<file path="src/rtl/credit_pkg.sv">
// credit_pkg: widths, FSM states and descriptor layout shared by credit_store and credit_return
package credit_pkg;
    localparam int SLOT_W = 8;
    localparam int WORD_W = 16;
    localparam int LINE_W = 256;
    localparam int WCNT_W = 4;
    typedef enum logic [1:0] {IDLE, DATA, DESC, SEND} store_state_t;
    typedef struct packed {
        logic [7:0] size;
        logic [7:0] line;
    } desc_t;
endpackage

</file>
<file path="src/rtl/credit_pool.sv">
// credit_pool: busy bitmap of slots with lowest-free allocation and checked release
//   i_clk, i_rst      clock, asynchronous active-high reset
//   i_alloc           mark o_slot busy at the next edge
//   i_free_valid/idx  release a slot; releasing a free or out-of-range slot is ignored
//   o_any_free        at least one slot is free
//   o_slot            lowest free slot index
//   o_err_free        registered 1-cycle pulse for an ignored release
module credit_pool
    import credit_pkg::*;
#(
    parameter int NUM_SLOTS = 16
) (
    input  logic              i_clk,
    input  logic              i_rst,
    input  logic              i_alloc,
    input  logic              i_free_valid,
    input  logic [SLOT_W-1:0] i_free_idx,
    output logic              o_any_free,
    output logic [SLOT_W-1:0] o_slot,
    output logic              o_err_free
);
    logic [NUM_SLOTS-1:0] r_busy, w_alloc_mask, w_free_mask;
    logic                 r_err_free;
    always_comb begin
        o_slot      = '0;
        w_free_mask = '0;
        for (int i = NUM_SLOTS - 1; i >= 0; i--) begin
            if (!r_busy[i]) o_slot = SLOT_W'(i);
            w_free_mask[i] = i_free_valid && i_free_idx == SLOT_W'(i) && r_busy[i];
        end
        // ~b & (b+1) isolates the lowest zero bit, the same slot o_slot names
        w_alloc_mask = i_alloc ? ~r_busy & (r_busy + NUM_SLOTS'(1)) : '0;
        o_any_free   = ~&r_busy;
        o_err_free   = r_err_free;
    end
    // allocation uses the pre-free bitmap; both updates land on the same edge
    always_ff @(posedge i_clk or posedge i_rst) begin
        if (i_rst) begin
            r_busy     <= '0;
            r_err_free <= 1'b0;
        end else begin
            r_busy     <= (r_busy | w_alloc_mask) & ~w_free_mask;
            r_err_free <= i_free_valid && ~|w_free_mask;
        end
    end
endmodule

</file>
<file path="src/rtl/credit_store.sv">
// credit_store: stores AXI-Stream packets into a credit slot and emits the slot index
//   aclk, areset           clock, asynchronous active-high reset
//   in_t*                  16-bit packet words (in_tready high only while storing)
//   out_t*                 allocated slot index, held until out_tready
//   free_t*                slot index being returned (always accepted)
//   wr_a_*                 descriptor write {size, line} at address = slot
//   wr_b_*                 packet word write at {line, word}
//   err_trunc / err_free   1-cycle pulses: packet cut at MAX_WORDS / bad release
module credit_store
    import credit_pkg::*;
#(
    parameter int NUM_SLOTS = 16,
    parameter int LINE_BASE = 0,
    parameter int MAX_WORDS = LINE_W / WORD_W
) (
    input  logic                     aclk,
    input  logic                     areset,
    input  logic [WORD_W-1:0]        in_tdata,
    input  logic                     in_tvalid,
    input  logic                     in_tlast,
    output logic                     in_tready,
    output logic [SLOT_W-1:0]        out_tdata,
    output logic                     out_tvalid,
    input  logic                     out_tready,
    input  logic [SLOT_W-1:0]        free_tdata,
    input  logic                     free_tvalid,
    output logic [SLOT_W-1:0]        wr_a_addr,
    output logic [15:0]              wr_a_data,
    output logic                     wr_a_valid,
    output logic [SLOT_W+WCNT_W-1:0] wr_b_addr,
    output logic [WORD_W-1:0]        wr_b_data,
    output logic                     wr_b_valid,
    output logic                     err_trunc,
    output logic                     err_free
);
    store_state_t              r_state, w_next;
    logic [SLOT_W-1:0]         r_slot, w_pool_slot, w_line;
    logic [WCNT_W:0]           r_wcnt;
    logic                      w_any_free, w_alloc, w_beat, w_end, w_trunc;
    logic [SLOT_W-1:0]         r_wr_a_addr;
    desc_t                     r_wr_a_data;
    logic                      r_wr_a_valid;
    logic [SLOT_W+WCNT_W-1:0]  r_wr_b_addr;
    logic [WORD_W-1:0]         r_wr_b_data;
    logic                      r_wr_b_valid;
    logic                      r_err_trunc;

    credit_pool #(.NUM_SLOTS(NUM_SLOTS)) u_pool (
        .i_clk        (aclk),
        .i_rst        (areset),
        .i_alloc      (w_alloc),
        .i_free_valid (free_tvalid),
        .i_free_idx   (free_tdata),
        .o_any_free   (w_any_free),
        .o_slot       (w_pool_slot),
        .o_err_free   (err_free)
    );

    assign w_line     = r_slot + SLOT_W'(LINE_BASE);
    assign wr_a_addr  = r_wr_a_addr;
    assign wr_a_data  = r_wr_a_data;
    assign wr_a_valid = r_wr_a_valid;
    assign wr_b_addr  = r_wr_b_addr;
    assign wr_b_data  = r_wr_b_data;
    assign wr_b_valid = r_wr_b_valid;
    assign err_trunc  = r_err_trunc;

    always_comb begin
        in_tready  = r_state == DATA;
        out_tvalid = r_state == SEND;
        out_tdata  = out_tvalid ? r_slot : '0;
        w_alloc    = r_state == IDLE && in_tvalid && w_any_free;
        w_beat     = in_tready && in_tvalid;
        w_trunc    = w_beat && !in_tlast && r_wcnt == (WCNT_W+1)'(MAX_WORDS - 1);
        w_end      = w_beat && (in_tlast || w_trunc);
        w_next     = r_state;
        case (r_state)
            IDLE:    w_next = w_alloc ? DATA : IDLE;
            DATA:    w_next = w_end ? DESC : DATA;
            DESC:    w_next = SEND;
            SEND:    w_next = out_tready ? IDLE : SEND;
            default: w_next = IDLE;
        endcase
    end

    always_ff @(posedge aclk or posedge areset) begin
        if (areset) r_state <= IDLE;
        else        r_state <= w_next;
    end

    // descriptor is registered on the final beat so it is written during DESC,
    // alongside the last word, one cycle before out_tvalid rises
    always_ff @(posedge aclk or posedge areset) begin
        if (areset) begin
            r_slot       <= '0;
            r_wcnt       <= '0;
            r_wr_a_addr  <= '0;
            r_wr_a_data  <= '0;
            r_wr_a_valid <= 1'b0;
            r_wr_b_addr  <= '0;
            r_wr_b_data  <= '0;
            r_wr_b_valid <= 1'b0;
            r_err_trunc  <= 1'b0;
        end else begin
            r_wr_b_valid <= w_beat;
            r_wr_a_valid <= w_end;
            r_err_trunc  <= w_trunc;
            if (w_alloc) begin
                r_slot <= w_pool_slot;
                r_wcnt <= '0;
            end
            if (w_beat) begin
                r_wr_b_addr <= {w_line, r_wcnt[WCNT_W-1:0]};
                r_wr_b_data <= in_tdata;
                r_wcnt      <= r_wcnt + (WCNT_W+1)'(1);
            end
            if (w_end) begin
                r_wr_a_addr <= r_slot;
                r_wr_a_data <= '{size: 8'(r_wcnt) + 8'd1, line: w_line};
            end
        end
    end
endmodule
</file>
<file path="config.mk">
export PLATFORM = sky130hd
export DESIGN_NAME = credit_store
export DESIGN_NICKNAME = d
export VERILOG_FILES = /design/src/rtl/credit_pkg.sv /design/src/rtl/credit_pool.sv /design/src/rtl/credit_store.sv
export SDC_FILE = /design/constraint.sdc
export NUM_CORES = 1
export LEC_CHECK = 0
export CAP_MARGIN = 20
export CORE_MARGIN = 8
export CORE_UTILIZATION = 59
export DETAILED_ROUTE_END_ITERATION = 10
export DONT_BUFFER_PORTS = 1
export GPL_TIMING_DRIVEN = 0
export PLACE_DENSITY = 0.73
export SYNTH_ARGS = -nofsm -noshare
export SYNTH_HDL_FRONTEND = slang
export SYNTH_HIERARCHICAL = 1
export SYNTH_SLANG_ARGS = --single-unit
</file>
<file path="constraint.sdc">
create_clock -name aclk -period 2.46 [get_ports aclk]
set_clock_uncertainty 0.05 [all_clocks]
set_input_delay 0.369 -clock aclk [delete_from_list [all_inputs] [get_ports aclk]]
set_output_delay 0.369 -clock aclk [all_outputs]
set_load 0.1 [all_outputs]
</file>
==> results.sh, run 1 <==
export IMPL_outcome="complete, no violations"
export IMPL_cts_max_path_buffers=2
export IMPL_instances_no_fill=482
export IMPL_syn_area_sq_mm=0.00370
export IMPL_clock_sinks=77
export IMPL_post_route_period_util=0.960
export IMPL_synthCells=376
export IMPL_hold_viol=0
export IMPL_path_cells="clkbuf_1 -> and3_1 -> nand2_1 -> nor2_1 -> nand2_1 -> nor3b_1 -> buf_4 -> nand3_2 -> nor4_4 -> a31oi_1 -> a41oi_2"
export IMPL_dieArea_sq_mm=0.00906
export IMPL_place_hpwl_mm=6.07
export IMPL_totalWireLength_mm=8.42
export IMPL_ys_async_sr_fraction=1.00
export IMPL_timing_critical_path_mode_cell="nand2_1"
export IMPL_hold_path_class="primary input to flip-flop"
export IMPL_rows=29
export IMPL_relSlewSlack=0.257
export IMPL_period_minus_slack_ns=2.36
export IMPL_synth_edf_count=0
export IMPL_crit_required_ns=2.68
export IMPL_core_area_sq_mm=0.00620
export IMPL_grt_overflow=0
export IMPL_htree_num_levels=3
export IMPL_antenna_found_initial=0
export IMPL_cts_clk_slew_worst_paths_ns=0.08
export IMPL_worstSetupPathType="flip-flop to flip-flop"
export IMPL_finalMaxSlewViolations=0
export IMPL_drtAntennaViolNets=0
export IMPL_antenna_cells=0
export IMPL_setup_viol=0
export IMPL_setup_slack_ns=0.0988
export IMPL_synth_seq_cells=77
export IMPL_critPathBufInv=2
export IMPL_dp_cells=459
export IMPL_place_ws_ns=-0.0345
export IMPL_endpoint_kind="flip-flop"
export IMPL_die_h_um=95.2
export IMPL_grt_start_max_net_pins=44
export IMPL_grt_pass1_wl_mm=13.3
export IMPL_critPathSlowestCell="dfrtp_1"
export IMPL_die_x_um=95.2
export IMPL_drcViolationCount=0
export IMPL_gp_congestion=0.904
export IMPL_dr_pass1_iters=4
export IMPL_cts_tree="done"
export IMPL_route_vias_total=2766
export IMPL_tightestPinTransition_ns=1.11
export IMPL_yosysMostFrequentCell="nand2_1"
export IMPL_track_usage=0.189
export IMPL_nets=432
export IMPL_yosysSeqAreaShare=0.521
export IMPL_clockRootBuffer="clkbuf_8"
export IMPL_synth_area_leaders="dfrtp_1, nand2_1, mux2_2, a31oi_1, buf_4"
export IMPL_cp_start_kind="flip-flop"
export IMPL_yosysTopAreaCellShare=0.521
export IMPL_start_util=0.596
export IMPL_clock_latency_ns=0.35
export IMPL_synth_commonest_cells="nand2_1, dfrtp_1, a31oi_1, nor2_1, mux2_2"
export IMPL_drv_cap=0
export IMPL_synth_warnings=6
export IMPL_synth_avg_cell_area_sq_um=9.84
export IMPL_yosysTopAreaCell="dfrtp_1"
export IMPL_area_growth_pct=11.3
export IMPL_arrival_ns=2.58
export IMPL_synth_cell_types=53
export IMPL_synth_main_ff_cell="dfrtp_1"
export IMPL_wl_per_cell_um=17.5
export IMPL_numPortBuffers=0
export IMPL_fmax_mhz=424
export IMPL_whs_ns=0.0257
export IMPL_final_util=0.664
export IMPL_grt_pass1_vias=2663
export IMPL_critPathTopFamily="simple AND/OR/NAND/NOR gates"
export IMPL_drt_iter0_drc=113
export IMPL_max_stage_delay_ns=0.37
export IMPL_via_per_inst=5.74
export IMPL_drive_above_1_share=0.227
export IMPL_numCtsBuffers=9
export IMPL_io_pins=96
export IMPL_cp_max_fo=11
metrics by stage:
step / setup TNS [ns] / cell area [sq um]
after global routing: -0.00842 / 4120
after global placement: -3.39 / 3810
after floorplan: 0 / 3720
after detailed placement: -0.0439 / 3840
after CTS: 0 / 4060
final: 0 / 4120
cell usage in the layout, fill, tap and decap left out, types with 5 or more instances in the layout:
cell,instances
nand2_1,102
a31oi_1,19
nand2b_1,6
inv_1,8
clkbuf_8,10
mux2_2,15
buf_4,21
and3_2,8
nor2_1,17
a21oi_1,11
conb_1,6
o21ai_0,10
a41oi_1,5
clkbuf_1,9
dfrtp_1,77
buf_2,8
worst paths after layout:
| check | from | end | slack (ns) | cells after the start |
|---|---|---|---|---|
| max | u_pool/r_busy[12]$_DFF_PP0_ | u_pool/r_busy[14]$_DFF_PP0_ | 0.1 | 11 |
| min | in_tlast | err_trunc$_DFF_PP0_ | 0.03 | 1 |
| max reg2reg | u_pool/r_busy[12]$_DFF_PP0_ | u_pool/r_busy[14]$_DFF_PP0_ | 0.1 | 11 |
| min reg2reg | r_slot[4]$_DFFE_PP0P_ | wr_b_addr[8]$_DFFE_PP0N_ | 0.47 | 2 |
| max in group asynchronous | areset | r_slot[2]$_DFFE_PP0P_ | 1.37 | 3 |
| min in group asynchronous | areset | wr_b_data[2]$_DFFE_PP0N_ | 0.44 | 2 |
sequential cells by signal (all words and copies together), names as in the netlist:
name,cells
err_trunc,1
wr_b_addr,12
u_pool/o_err_free,1
wr_a_data,14
r_state,2
wr_b_data,16
wr_b_valid,1
r_wcnt,5
wr_a_valid,1
r_slot,8
u_pool/r_busy,16
repair_timing:
item / CTS / global route
buffers inserted: 0 / 6
gates resized for setup: 9 / 3
endpoints found under the setup margin: 12 / 9
endpoints found under the hold margin: 34 / 0
hold buffers: 1 / 0
cells by family (layout without fill, tap and decap cells):
kind of cell,Yosys count,in the layout,synth area share
and+or+nand+nor,166,166,0.221
DFF,77,77,0.521
AOI/OAI and AO/OA,64,64,0.118
buffers and inverters,44,69,0.0649
muxes,20,20,0.0636
adders and majority gates,2,2,0.00676
other,2,6,0.00203
xor gates and xnor gates,1,1,0.00237
area by class of cell:
cell class              instances  area [sq um]
plain buffers                  34           204
clock buffers                  11           141
clock inverters                 5          58.8
fillers                       514          2090
inverters                      10          38.8
multi-input cells             259          1570
flip-flops and latches         77          1930
well taps                      77          96.3
repair buffers                  9          78.8
metal layers:
metal | vias to the layer above | share of wire | GRT usage
met4 | 0 | 0.014 | 0.0793
met3 | 10 | 0.098 | 0.0622
li1 | 1324 | - | -
met5 | - | 0 | 0
met1 | 1339 | 0.43 | 0.238
met2 | 93 | 0.46 | 0.291
Power of run 1 is left out: the tool's default activity adds up to more than one toggle a clock period on the data nets, which glitch-free logic cannot reach.
==> run 2: changes to the inputs <==
--- a/config.mk
+++ b/config.mk
@@ -11,7 +11,7 @@
 export DETAILED_ROUTE_END_ITERATION = 10
 export DONT_BUFFER_PORTS = 1
 export GPL_TIMING_DRIVEN = 0
-export PLACE_DENSITY = 0.73
+export PLACE_DENSITY = 0.81
 export SYNTH_ARGS = -nofsm -noshare
 export SYNTH_HDL_FRONTEND = slang
 export SYNTH_HIERARCHICAL = 1
==> run 2 against run 1 <==
- first-iteration DRC count grew 5.3%
- final area fell by 0.46%
- flip-flop and latch count stayed put
- cell count decreased by 0.62%
- maximum frequency increased by 0.97%
- global-route usage rose by 0.20 points
- setup slack gained 0.023 ns
- register-to-register slack improved by 0.02 ns
- critical path depth is 1 lower
- critical path type unchanged
- highest routed layer unchanged
==> results.sh, run 2 (same netlist as run 1, synthesis figures left out) <==
export IMPL_fin_setup_tns_ns=0
export IMPL_via_per_inst=5.93
export IMPL_instances_no_fill=479
export IMPL_grt_overflow=0
export IMPL_route_vias_total=2839
export IMPL_antenna_found_initial=0
export IMPL_clock_sinks=77
export IMPL_final_common_cell="nand2_1"
export IMPL_track_usage=0.191
export IMPL_nets=429
export IMPL_antenna_cells=0
export IMPL_drv_cap=0
export IMPL_drt_iter0_drc=119
export IMPL_finalMaxSlewViolations=0
export IMPL_whs_ns=0.0287
export IMPL_dr_pass1_iters=4
export IMPL_tightestPinTransition_ns=1.13
export IMPL_rows=29
export IMPL_cp_start_kind="flip-flop"
export IMPL_area_growth_pct=10.8
export IMPL_drtAntennaViolNets=0
export IMPL_numPortBuffers=0
export IMPL_drive_above_1_share=0.224
export IMPL_grt_start_max_net_pins=45
export IMPL_die_h_um=95.2
export IMPL_core_area_sq_mm=0.00620
export IMPL_cts_tree="done"
export IMPL_outcome="complete, no violations"
export IMPL_final_util=0.661
export IMPL_drcViolationCount=0
export IMPL_endpoint_kind="flip-flop"
export IMPL_start_util=0.596
export IMPL_grt_pass1_wl_mm=13.4
export IMPL_layout_common_cells="nand2_1, dfrtp_1, a31oi_1, buf_4, nor2_1"
export IMPL_hold_viol=0
export IMPL_worstSetupPathType="flip-flop to flip-flop"
export IMPL_post_route_period_util=0.951
export IMPL_totalWireLength_mm=8.47
export IMPL_period_minus_slack_ns=2.34
export IMPL_gp_congestion=0.928
export IMPL_cts_clk_slew_worst_paths_ns=0.09
export IMPL_dp_cells=459
export IMPL_relSlewSlack=0.244
export IMPL_hold_path_class="primary input to flip-flop"
export IMPL_cts_max_path_buffers=2
export IMPL_arrival_ns=2.56
export IMPL_crit_required_ns=2.68
export IMPL_clock_latency_ns=0.35
export IMPL_numCtsBuffers=9
export IMPL_fmax_mhz=428
export IMPL_wl_per_cell_um=17.7
export IMPL_grt_pass1_vias=2732
export IMPL_io_pins=96
export IMPL_die_x_um=95.2
export IMPL_clockRootBuffer="clkbuf_8"
export IMPL_dieArea_sq_mm=0.00906
export IMPL_place_hpwl_mm=6.13
export IMPL_htree_num_levels=3
export IMPL_setup_viol=0
export IMPL_cp_max_fo=9
-- run 2: per-stage QoR --
stage | setup WS, ns | instance area (sq um)
after floorplan | 0.153 | 3720
after global placement | -0.0827 | 3810
after detailed placement | -0.113 | 3840
after CTS | 0.00364 | 4060
after global routing | -0.0307 | 4100
final | 0.122 | 4100
-- run 2: layout make-up --
| class | count | area [sq um] |
|---|---|---|
| inverter | 10 | 38.8 |
| clock buffer | 10 | 128 |
| timing repair buffer | 7 | 63.8 |
| tap | 77 | 96.3 |
| clock inverter | 6 | 70.1 |
| fill | 472 | 2110 |
| multi-input combinational | 259 | 1570 |
| sequential | 77 | 1930 |
| buffer | 33 | 200 |
-- run 2: layer usage --
metal | wire length (um) | part of all wire | global-route usage
met3 | 981 | 0.12 | 0.0583
met4 | 201 | 0.024 | 0.107
met5 | 0 | 0 | 0
met2 | 3850 | 0.45 | 0.283
met1 | 3430 | 0.41 | 0.243
-- run 2: worst paths after layout --
kind | startpoint | endpoint | slack [ns] | cells after the start
max in group asynchronous | areset | u_pool/r_busy[12]$_DFF_PP0_ | 1.32 | 2
min in group asynchronous | areset | wr_b_data[14]$_DFFE_PP0N_ | 0.44 | 2
setup / recovery | u_pool/r_busy[1]$_DFF_PP0_ | u_pool/r_busy[14]$_DFF_PP0_ | 0.12 | 10
setup reg to reg | u_pool/r_busy[1]$_DFF_PP0_ | u_pool/r_busy[14]$_DFF_PP0_ | 0.12 | 10
hold reg to reg | r_slot[4]$_DFFE_PP0P_ | wr_b_addr[8]$_DFFE_PP0N_ | 0.46 | 2
hold / removal | in_tlast | err_trunc$_DFF_PP0_ | 0.03 | 1
-- run 2: repair_timing --
item,in CTS,in global routing
hold endpoints to repair,33,0
setup endpoints to repair,11,11
hold buffers,1,0
setup buffers,0,4
gates resized for setup,9,4
pin swaps,1,2
-- run 2: worst max-delay path, stage by stage (launching register included) --
cell and delay (ns):
dfrtp_1 0.36, buf_2 0.17, nand4_1 0.27, nor2_1 0.11, nand2_1 0.09, nor3b_1 0.18
buf_4 0.18, nand3_2 0.15, nor4_4 0.39, a31oi_1 0.15, a41oi_2 0.16
Power of run 2 is left out for the same reason.
==> run 3: changes to the inputs <==
--- a/config.mk
+++ b/config.mk
@@ -12,6 +12,7 @@
 export DONT_BUFFER_PORTS = 1
 export GPL_TIMING_DRIVEN = 0
 export PLACE_DENSITY = 0.81
+export RECOVER_POWER = 25
 export SYNTH_ARGS = -nofsm -noshare
 export SYNTH_HDL_FRONTEND = slang
 export SYNTH_HIERARCHICAL = 1
==> run 3 against run 2 <==
- non-clock buffer count stayed put
- register-to-register slack hardly changed
- global-route usage stayed put
- critical path type unchanged
- core utilization is 0.24 points lower
- clock-buffer cell count stayed put
- final area is 0.37% lower
- wire length hardly changed
- sequential share of layout area is 0.17 points higher
- setup slack hardly changed
==> results.sh, run 3 (same netlist as run 1, synthesis figures left out) <==
export IMPL_outcome="complete, no violations"
export IMPL_clockRootBuffer="clkbuf_8"
export IMPL_relSlewSlack=0.244
export IMPL_clock_latency_ns=0.35
export IMPL_postLayoutCellArea_sq_mm=0.00408
export IMPL_drtAntennaViolNets=0
export IMPL_arrival_ns=2.56
export IMPL_cp_start_kind="flip-flop"
export IMPL_start_util=0.596
export IMPL_grt_pass1_vias=2732
export IMPL_layout_common_cells="nand2_1, dfrtp_1, a31oi_1, buf_4, nor2_1"
export IMPL_io_pins=96
export IMPL_place_hpwl_mm=6.13
export IMPL_cts_clk_slew_worst_paths_ns=0.09
export IMPL_grt_overflow=0
export IMPL_post_route_period_util=0.951
export IMPL_cts_max_path_buffers=2
export IMPL_rows=29
export IMPL_antenna_found_initial=0
export IMPL_numCtsBuffers=9
export IMPL_drive_above_1_share=0.221
export IMPL_drv_cap=0
export IMPL_tightestPinTransition_ns=1.13
export IMPL_fmax_mhz=428
export IMPL_die_h_um=95.2
export IMPL_seq_area_sq_mm=0.00193
export IMPL_dpl_cell_area_sq_mm=0.00384
export IMPL_route_vias_total=2836
export IMPL_grt_start_max_net_pins=45
export IMPL_multi_input_comb_area_sq_mm=0.00157
export IMPL_hold_viol=0
export IMPL_dr_pass1_iters=4
export IMPL_dieArea_sq_mm=0.00906
export IMPL_dp_cells=459
export IMPL_track_usage=0.191
export IMPL_period_minus_slack_ns=2.34
export IMPL_cts_tree="done"
export IMPL_setup_viol=0
export IMPL_crit_required_ns=2.68
export IMPL_wl_per_cell_um=17.7
export IMPL_reg2reg_slack_ns=0.12
export IMPL_grt_pass1_wl_mm=13.4
export IMPL_finalMaxSlewViolations=0
export IMPL_endpoint_kind="flip-flop"
export IMPL_drt_iter0_drc=126
export IMPL_area_growth_pct=10.3
export IMPL_htree_num_levels=3
export IMPL_numPortBuffers=0
export IMPL_worstSetupPathType="flip-flop to flip-flop"
export IMPL_die_x_um=95.2
export IMPL_antenna_cells=0
export IMPL_cp_max_fo=9
export IMPL_drcViolationCount=0
export IMPL_core_area_sq_mm=0.00620
export IMPL_instances_no_fill=479
export IMPL_final_common_cell="nand2_1"
export IMPL_via_per_inst=5.92
export IMPL_hold_path_class="primary input to flip-flop"
export IMPL_gp_congestion=0.928
export IMPL_totalWireLength_mm=8.46
export IMPL_clock_sinks=77
export IMPL_nets=429
export IMPL_nFillCells=474
[run 3: cell count changes in the layout (fill, tap and decap cells not counted), sizes merged]
cell / change
clkbuf: +1
buf: -1
[run 3: path summary, 6_finish.rpt]
check / cells after the start / start / to
max: 10 / u_pool/r_busy[1]$_DFF_PP0_ / u_pool/r_busy[14]$_DFF_PP0_
min: 1 / in_tlast / err_trunc$_DFF_PP0_
max reg2reg: 10 / u_pool/r_busy[1]$_DFF_PP0_ / u_pool/r_busy[14]$_DFF_PP0_
min reg2reg: 2 / r_slot[4]$_DFFE_PP0P_ / wr_b_addr[8]$_DFFE_PP0N_
max in group asynchronous: 3 / areset / wr_b_addr[5]$_DFFE_PP0N_
min in group asynchronous: 2 / areset / wr_b_data[14]$_DFFE_PP0N_
[run 3: timing repair]
item	CTS	global route
gates resized for setup	9	4
endpoints found under the hold margin	33	0
hold buffers	1	0
setup endpoints to repair	11	11
buffers inserted	0	4
pin swaps	1	2
[run 3: worst max-delay path, cell delays in order (launching register included)]
cell,delay [ns]
dfrtp_1,0.36
buf_2,0.17
nand4_1,0.27
nor2_1,0.11
nand2_1,0.09
nor3b_1,0.18
buf_4,0.18
nand3_2,0.15
nor4_4,0.39
a31oi_1,0.15
a41oi_2,0.16
[run 3: metrics by stage]
step / setup TNS (ns) / hold WS, ns / setup slack (ns) / utilization
6_report: 0 / 0.0286 / 0.121 / 0.658
3_5_place_dp: -0.247 / 0.195 / -0.113 / 0.619
4_1_cts: 0 / 0.0156 / 0.00364 / 0.654
3_3_place_gp: -1.88 / 0.324 / -0.0827 / 0.614
5_1_grt: -0.0425 / 0.00656 / -0.0307 / 0.658
2_1_floorplan: 0 / 0.245 / 0.153 / -
[run 3: final cells by class]
type,count,share of cell area
Inverter,10,0.00950
Sequential cell,77,0.472
Multi-Input combinational cell,259,0.385
Clock inverter,6,0.0172
Clock buffer,10,0.0312
Tap cell,77,0.0236
Buffer,33,0.0490
Timing Repair Buffer,7,0.0119
[run 3: routing by layer]
metal,GRT usage,routed length [um],vias to the layer above
li1,-,-,1322
met5,0,0,-
met3,0.0583,984,16
met1,0.243,3410,1361
met4,0.107,201,0
met2,0.283,3860,137
Power of run 3 is left out for the same reason.
